**src/rtl/proc_mem_responder.sv**
```systemverilog
// proc_mem_responder: unified word memory serving the basic processor's single memory port.
// Registered one-cycle reads with write-first forwarding, a preload port, range checking and write-trace status.
module proc_mem_responder #(
   parameter int DW    = 16,
   parameter int AW    = 7,
   parameter int CNT_W = 16
) (
   input  logic             i_clk,
   input  logic             i_rst,
   input  logic [15:0]      i_memAddr,
   input  logic [DW-1:0]    i_memData,
   input  logic             i_memWrEnable,
   output logic [DW-1:0]    o_memData,
   input  logic             i_ldEnable,
   input  logic [AW-1:0]    i_ldAddr,
   input  logic [DW-1:0]    i_ldData,
   output logic             o_addrErr,
   output logic             o_collision,
   output logic [CNT_W-1:0] o_wrCount,
   output logic [AW-1:0]    o_lastWrAddr,
   output logic [DW-1:0]    o_lastWrData
);

   localparam int DEPTH = 2 ** AW;

   logic [DW-1:0] mem_r [DEPTH];
   logic          addr_ok_s;
   logic          wr_acc_s;
   logic [AW-1:0] rd_idx_s;
   logic [DW-1:0] rd_data_s;

   // Range decode, processor write acceptance and the write-first read value
   always_comb begin
      addr_ok_s = ((i_memAddr >> AW) == 16'd0);
      rd_idx_s  = i_memAddr[AW-1:0];
      wr_acc_s  = i_memWrEnable && addr_ok_s && !i_ldEnable;
      rd_data_s = {DW{1'b0}};
      if (!addr_ok_s) begin
         rd_data_s = {DW{1'b0}};
      end else if (i_ldEnable && (i_ldAddr == rd_idx_s)) begin
         rd_data_s = i_ldData;
      end else if (wr_acc_s) begin
         // an accepted processor write always targets the read address
         rd_data_s = i_memData;
      end else begin
         rd_data_s = mem_r[rd_idx_s];
      end
   end

   // Array storage: not cleared by reset, but frozen while reset is held
   always_ff @(posedge i_clk) begin
      if (!i_rst) begin
         if (i_ldEnable) begin
            mem_r[i_ldAddr] <= i_ldData;
         end else if (wr_acc_s) begin
            mem_r[rd_idx_s] <= i_memData;
         end
      end
   end

   // Registered read data, error pulses and write-trace status
   always_ff @(posedge i_clk or posedge i_rst) begin
      if (i_rst) begin
         o_memData    <= {DW{1'b0}};
         o_addrErr    <= 1'b0;
         o_collision  <= 1'b0;
         o_wrCount    <= {CNT_W{1'b0}};
         o_lastWrAddr <= {AW{1'b0}};
         o_lastWrData <= {DW{1'b0}};
      end else begin
         o_memData   <= rd_data_s;
         o_addrErr   <= !addr_ok_s;
         o_collision <= i_ldEnable && i_memWrEnable;
         if (wr_acc_s) begin
            o_lastWrAddr <= rd_idx_s;
            o_lastWrData <= i_memData;
            if (o_wrCount != {CNT_W{1'b1}}) begin
               o_wrCount <= o_wrCount + {{(CNT_W-1){1'b0}}, 1'b1};
            end
         end
      end
   end

endmodule
```
**config.mk**
```make
export PLATFORM = sky130hd
export DESIGN_NAME = proc_mem_responder
export DESIGN_NICKNAME = d
export VERILOG_FILES = /design/src/rtl/proc_mem_responder.sv
export SDC_FILE = /design/constraint.sdc
export NUM_CORES = 2
export LEC_CHECK = 0
export ABC_AREA = 1
export CAP_MARGIN = 20
export CORE_MARGIN = 5
export CORE_UTILIZATION = 35
export CTS_CLUSTER_SIZE = 14
export DETAILED_ROUTE_END_ITERATION = 6
export PLACE_DENSITY = 0.51
export RECOVER_POWER = 25
export SYNTH_ARGS = -nofsm -noshare
export SYNTH_HDL_FRONTEND = slang
export SYNTH_SLANG_ARGS = --single-unit
```
**constraint.sdc**
```tcl
create_clock -name i_clk -period 3.4 [get_ports i_clk]
set_clock_uncertainty 0.2 [all_clocks]
set_input_delay 0.68 -clock i_clk [delete_from_list [all_inputs] [get_ports i_clk]]
set_output_delay 0.68 -clock i_clk [all_outputs]
set_load 0.05 [all_outputs]
```
==> metrics.md <==
| Metric | Value |
|---|---|
| Die area | `253000 um2` |
| Sequential share of power | `0.505` |
| Drt drc | `0` |
| Failing checks | `max-capacitance violations, max-slew violations` |
| Post-DRT Antenna Nets | `0` |
| Die Y | `just over 500 um` |
| Yosys cell types | `35` |
| Met2 Use GR | `0.340` |
| Switching Power | `13100 uW` |
| Initial Util | `0.350` |
| Fin. Hold Viols | `0` |
| Asr flop ratio synth | `0.0271` |
| Slowest-stage cell, CP | `clkbuf_2` |
| Final setup vio count | `0` |
| Total congestion overflow | `0` |
| Slew Limit Fails | `58` |
| Slowest stage delay, CP | `0.63 ns` |
| Cts repair resizes | `0` |
| Met3 GRT Util | `0.0344` |
| GPL Wtd Cong | `between 0.9 and 1` |
| Worst EP arrival | `between 3 and 4 ns` |
| Fillers | `about 22000` |
| # clock sinks | `roughly 2100` |
| Post-CTS setup buffer count | `0` |
| Routed wire length | `between 200000 and 300000 um` |
| Final Cell Area | `about 100000 um2` |
| Cell Pwr Density | `549 nW/um2` |
| Crit path time final | `between 3 and 4 ns` |
| Synth-to-Final Area Change | `21.0%` |
| Critical path, cell by cell | `clkdlybuf4s50_1, or2_0, nor4_2, nand2_2, nor2_4, nand3_4, buf_4, o21ai_4, clkbuf_2, clkbuf_4` |
| Wirelength per Cell | `around 25 um` |
| Nets | `7640` |
| Worst setup SP type | `input pin` |
| Worst skew pair latency | `0.87 ns` |
| DP HPWL | `roughly 180000 um` |
| Main synth FF type | `edfxtp_1` |
| Clock Power Share | `0.423` |
| Via count | `57566` |
| Clock slew at reported path FFs | `~0.060 ns` |
| CTS Root Cell | `clkbuf_16` |
| Antenna violations before repair | `3` |
| H-tree level count | `4` |
| #FFs+latches synth | `2105` |
| LEAKAGE | `approximately 0.036 uW` |
| CTS tree | `built` |
| I/O pins | `about 120` |
| Max FO, Critical Path | `28` |
| Number of global-route vias before repair | `55523` |
| Crit end category | `flop` |
| Slew @ Worst Pin | `1.56 ns` |
| WP data required | `roughly 3.9 ns` |
| Max clock buf depth | `3` |
| Vias per cell | `5.25` |
| Drt pass-1 iters | `6` |
| VDD IR max | `between 0.5 and 0.6 mV` |
| Busiest grt layer | `met2` |
| Fmax | `313 MHz` |
| Worst path top cell family by delay | `buffers and inverters` |
| Logic pwr share | `0.072` |
| GRT Total Usage | `0.210` |
| GR Layer Usage met1 | `0.287` |
| I/O Buffers | `around 120` |
| DRT iter0 DRCs | `about 6000` |
| Mapped cell area | `between 80000 and 90000 um2` |
| First-pass GRT wire length | `389000 um` |
| Die W | `503 um` |
| Cell-internal power | `43300 uW` |
| Total CTS buffers | `~220` |
| Fraction of layout cells with a size suffix above 1 | `0.126` |
| Worst Setup Path Type | `in -> reg` |
| Final Cycle Share | `0.941` |
| Pwr Total | `around 56000 uW` |
| WP buf/inv | `4` |
| Mapped Nets | `just over 7000` |
| Sw Ratio | `0.233` |
| Dpl cell area | `roughly 96000 um2` |
| Floorplan row count | `between 150 and 200` |
| Slew margin rel. | `-0.0413` |
| Hold-fix buffers, CTS | `0` |
| Total Negative Setup Slacks | `0 ns` |
| Max-cap viol count | `1` |
| Synthesis Warnings | `0` |
| Post-synthesis sequential area ratio | `0.740` |
| RSZ-0062 raised after global routing | `false` |
| Run status | `finished, violations left` |
| Core Footprint | `around 240000 um2` |
| Post-synth EDFFs | `roughly 2000` |
| Largest net degree at the start of global routing | `between 70 and 80` |
| Syn Area/Cell | `11.9 um2` |
| Hold Crit Class | `in -> reg` |
| Syn Inst Count | `slightly above 7000` |
-- state kept, by name (all words and copies together), names as in the netlist --
signal	flops
mem_r	2048
o_addrErr	1
o_collision	1
o_lastWrAddr	7
o_lastWrData	16
o_memData	16
o_wrCount	16
-- worst register-to-register path: stages, from the launching register on --
cell	delay (ns)
edfxtp_1	0.35
nand2_1	0.07
nand3_1	0.07
nand3_1	0.15
nand3_1	0.25
nand3_1	0.32
nand3_1	0.27
nand3_1	0.21
nand2_1	0.16
nand2_1	0.10
a21oi_1	0.09
-- per-layer routing --
layer / vias to the layer above / part of all wire
li1: 26357 / -
met3: 444 / 0.071
met5: - / 0
met4: 0 / 0.039
met2: 2124 / 0.47
met1: 28641 / 0.42
-- path summary, 6_finish.rpt --
| kind | start | endpoint | slack [ns] | depth (start not counted) |
|---|---|---|---|---|
| setup / recovery | i_memAddr[10] | mem_r[13][4]$_DFFE_PP_ | 0.20 | 10 |
| hold / removal | i_memWrEnable | o_collision$_DFF_PP0_ | 0.17 | 3 |
| setup reg to reg | mem_r[65][7]$_DFFE_PP_ | o_memData[7]$_DFF_PP0_ | 1.07 | 10 |
| hold reg to reg | o_lastWrData[3]$_DFFE_PP0P_ | o_lastWrData[3]$_DFFE_PP0P_ | 0.27 | 2 |
| max in group asynchronous | i_rst | o_wrCount[2]$_DFFE_PP0P_ | 0.77 | 4 |
| min in group asynchronous | i_rst | o_memData[11]$_DFF_PP0_ | 1.29 | 4 |
-- cells in the final DEF, fill, tap and decap left out, types with 4 or more instances in the layout --
| cell type | instances |
|---|---|
| nand2_1 | 2191 |
| edfxtp_1 | 2048 |
| nand3_1 | 2035 |
| buf_4 | 291 |
| buf_12 | 242 |
| clkbuf_16 | 218 |
| clkdlybuf4s50_1 | 107 |
| nor2_1 | 84 |
| nor2_2 | 63 |
| dfrtp_1 | 57 |
| inv_1 | 52 |
| o21ai_0 | 52 |
| clkinv_1 | 52 |
| clkbuf_1 | 50 |
| clkinv_2 | 45 |
| bufinv_16 | 25 |
| a21oi_1 | 17 |
| clkbuf_2 | 12 |
| xor2_1 | 10 |
| o21ai_4 | 10 |
| nand2_2 | 8 |
| nand4_2 | 8 |
| clkbuf_4 | 8 |
| xnor2_1 | 7 |
| clkinvlp_4 | 7 |
| inv_6 | 5 |
| clkinv_16 | 5 |
| diode_2 | 4 |
| nor3_1 | 4 |
| clkinv_8 | 4 |
-- layout make-up --
| class | instances | area [um2] | share of cell area |
|---|---|---|---|
| diodes | 4 | 10.0 | 0.0000974 |
| clock buffers | 253 | 5590 | 0.0543 |
| clock inverters | 144 | 1520 | 0.0148 |
| inverters | 61 | 258 | 0.00251 |
| multi-input cells | 4511 | 20100 | 0.196 |
| flip-flops and latches | 2105 | 62900 | 0.612 |
| well taps | 3202 | 4010 | 0.0390 |
| repair buffers | 684 | 8370 | 0.0814 |
-- cell families after synthesis --
family,share of synthesized area
DFF,0.740
and+or+nand+nor,0.226
buffers and inverters,0.0256
AOI/OAI and AO/OA,0.00574
xor gates and xnor gates,0.00175
adders and majority gates,0.000147
-- Yosys cell counts, drive strengths merged (3+ instances only) --
cell type | n | area share
clkbuf | 296 | 0.013
o22ai | 3 | 0.00022
nand3 | 2036 | 0.12
buf | 179 | 0.0098
nand2 | 2200 | 0.097
xnor2 | 7 | 0.00072
inv | 58 | 0.0026
nor2 | 148 | 0.0067
nand4 | 11 | 0.0014
a21oi | 17 | 0.0010
xor2 | 10 | 0.0010
clkinv | 3 | 0.00013
dfrtp | 57 | 0.017
nor3 | 4 | 0.00029
o21ai | 67 | 0.0045
edfxtp | 2048 | 0.72
-- metrics by stage --
stage                     hold WS [ns]  setup slack [ns]  cells  utilization
after floorplan                  0.555            -0.470   7152            -
after global placement           0.260            -0.555  10563        0.396
after detailed placement         0.261            -0.554  10563        0.396
after CTS                        0.100             0.299  10960        0.425
after global routing             0.147            0.0891  10961        0.424
final                            0.171             0.201  10964        0.424
-- power by group through the flow --
stage               clock [uW]  combinational (uW)  sequential [uW]
global placement             0                4090            29100
finish                   23900                4070            28500
detailed placement           0                4100            29100
floorplan                    0                1890            29100
CTS                      24300                4110            28500
global route             25400                4320            28500
Power figures use the tool's default switching activity.
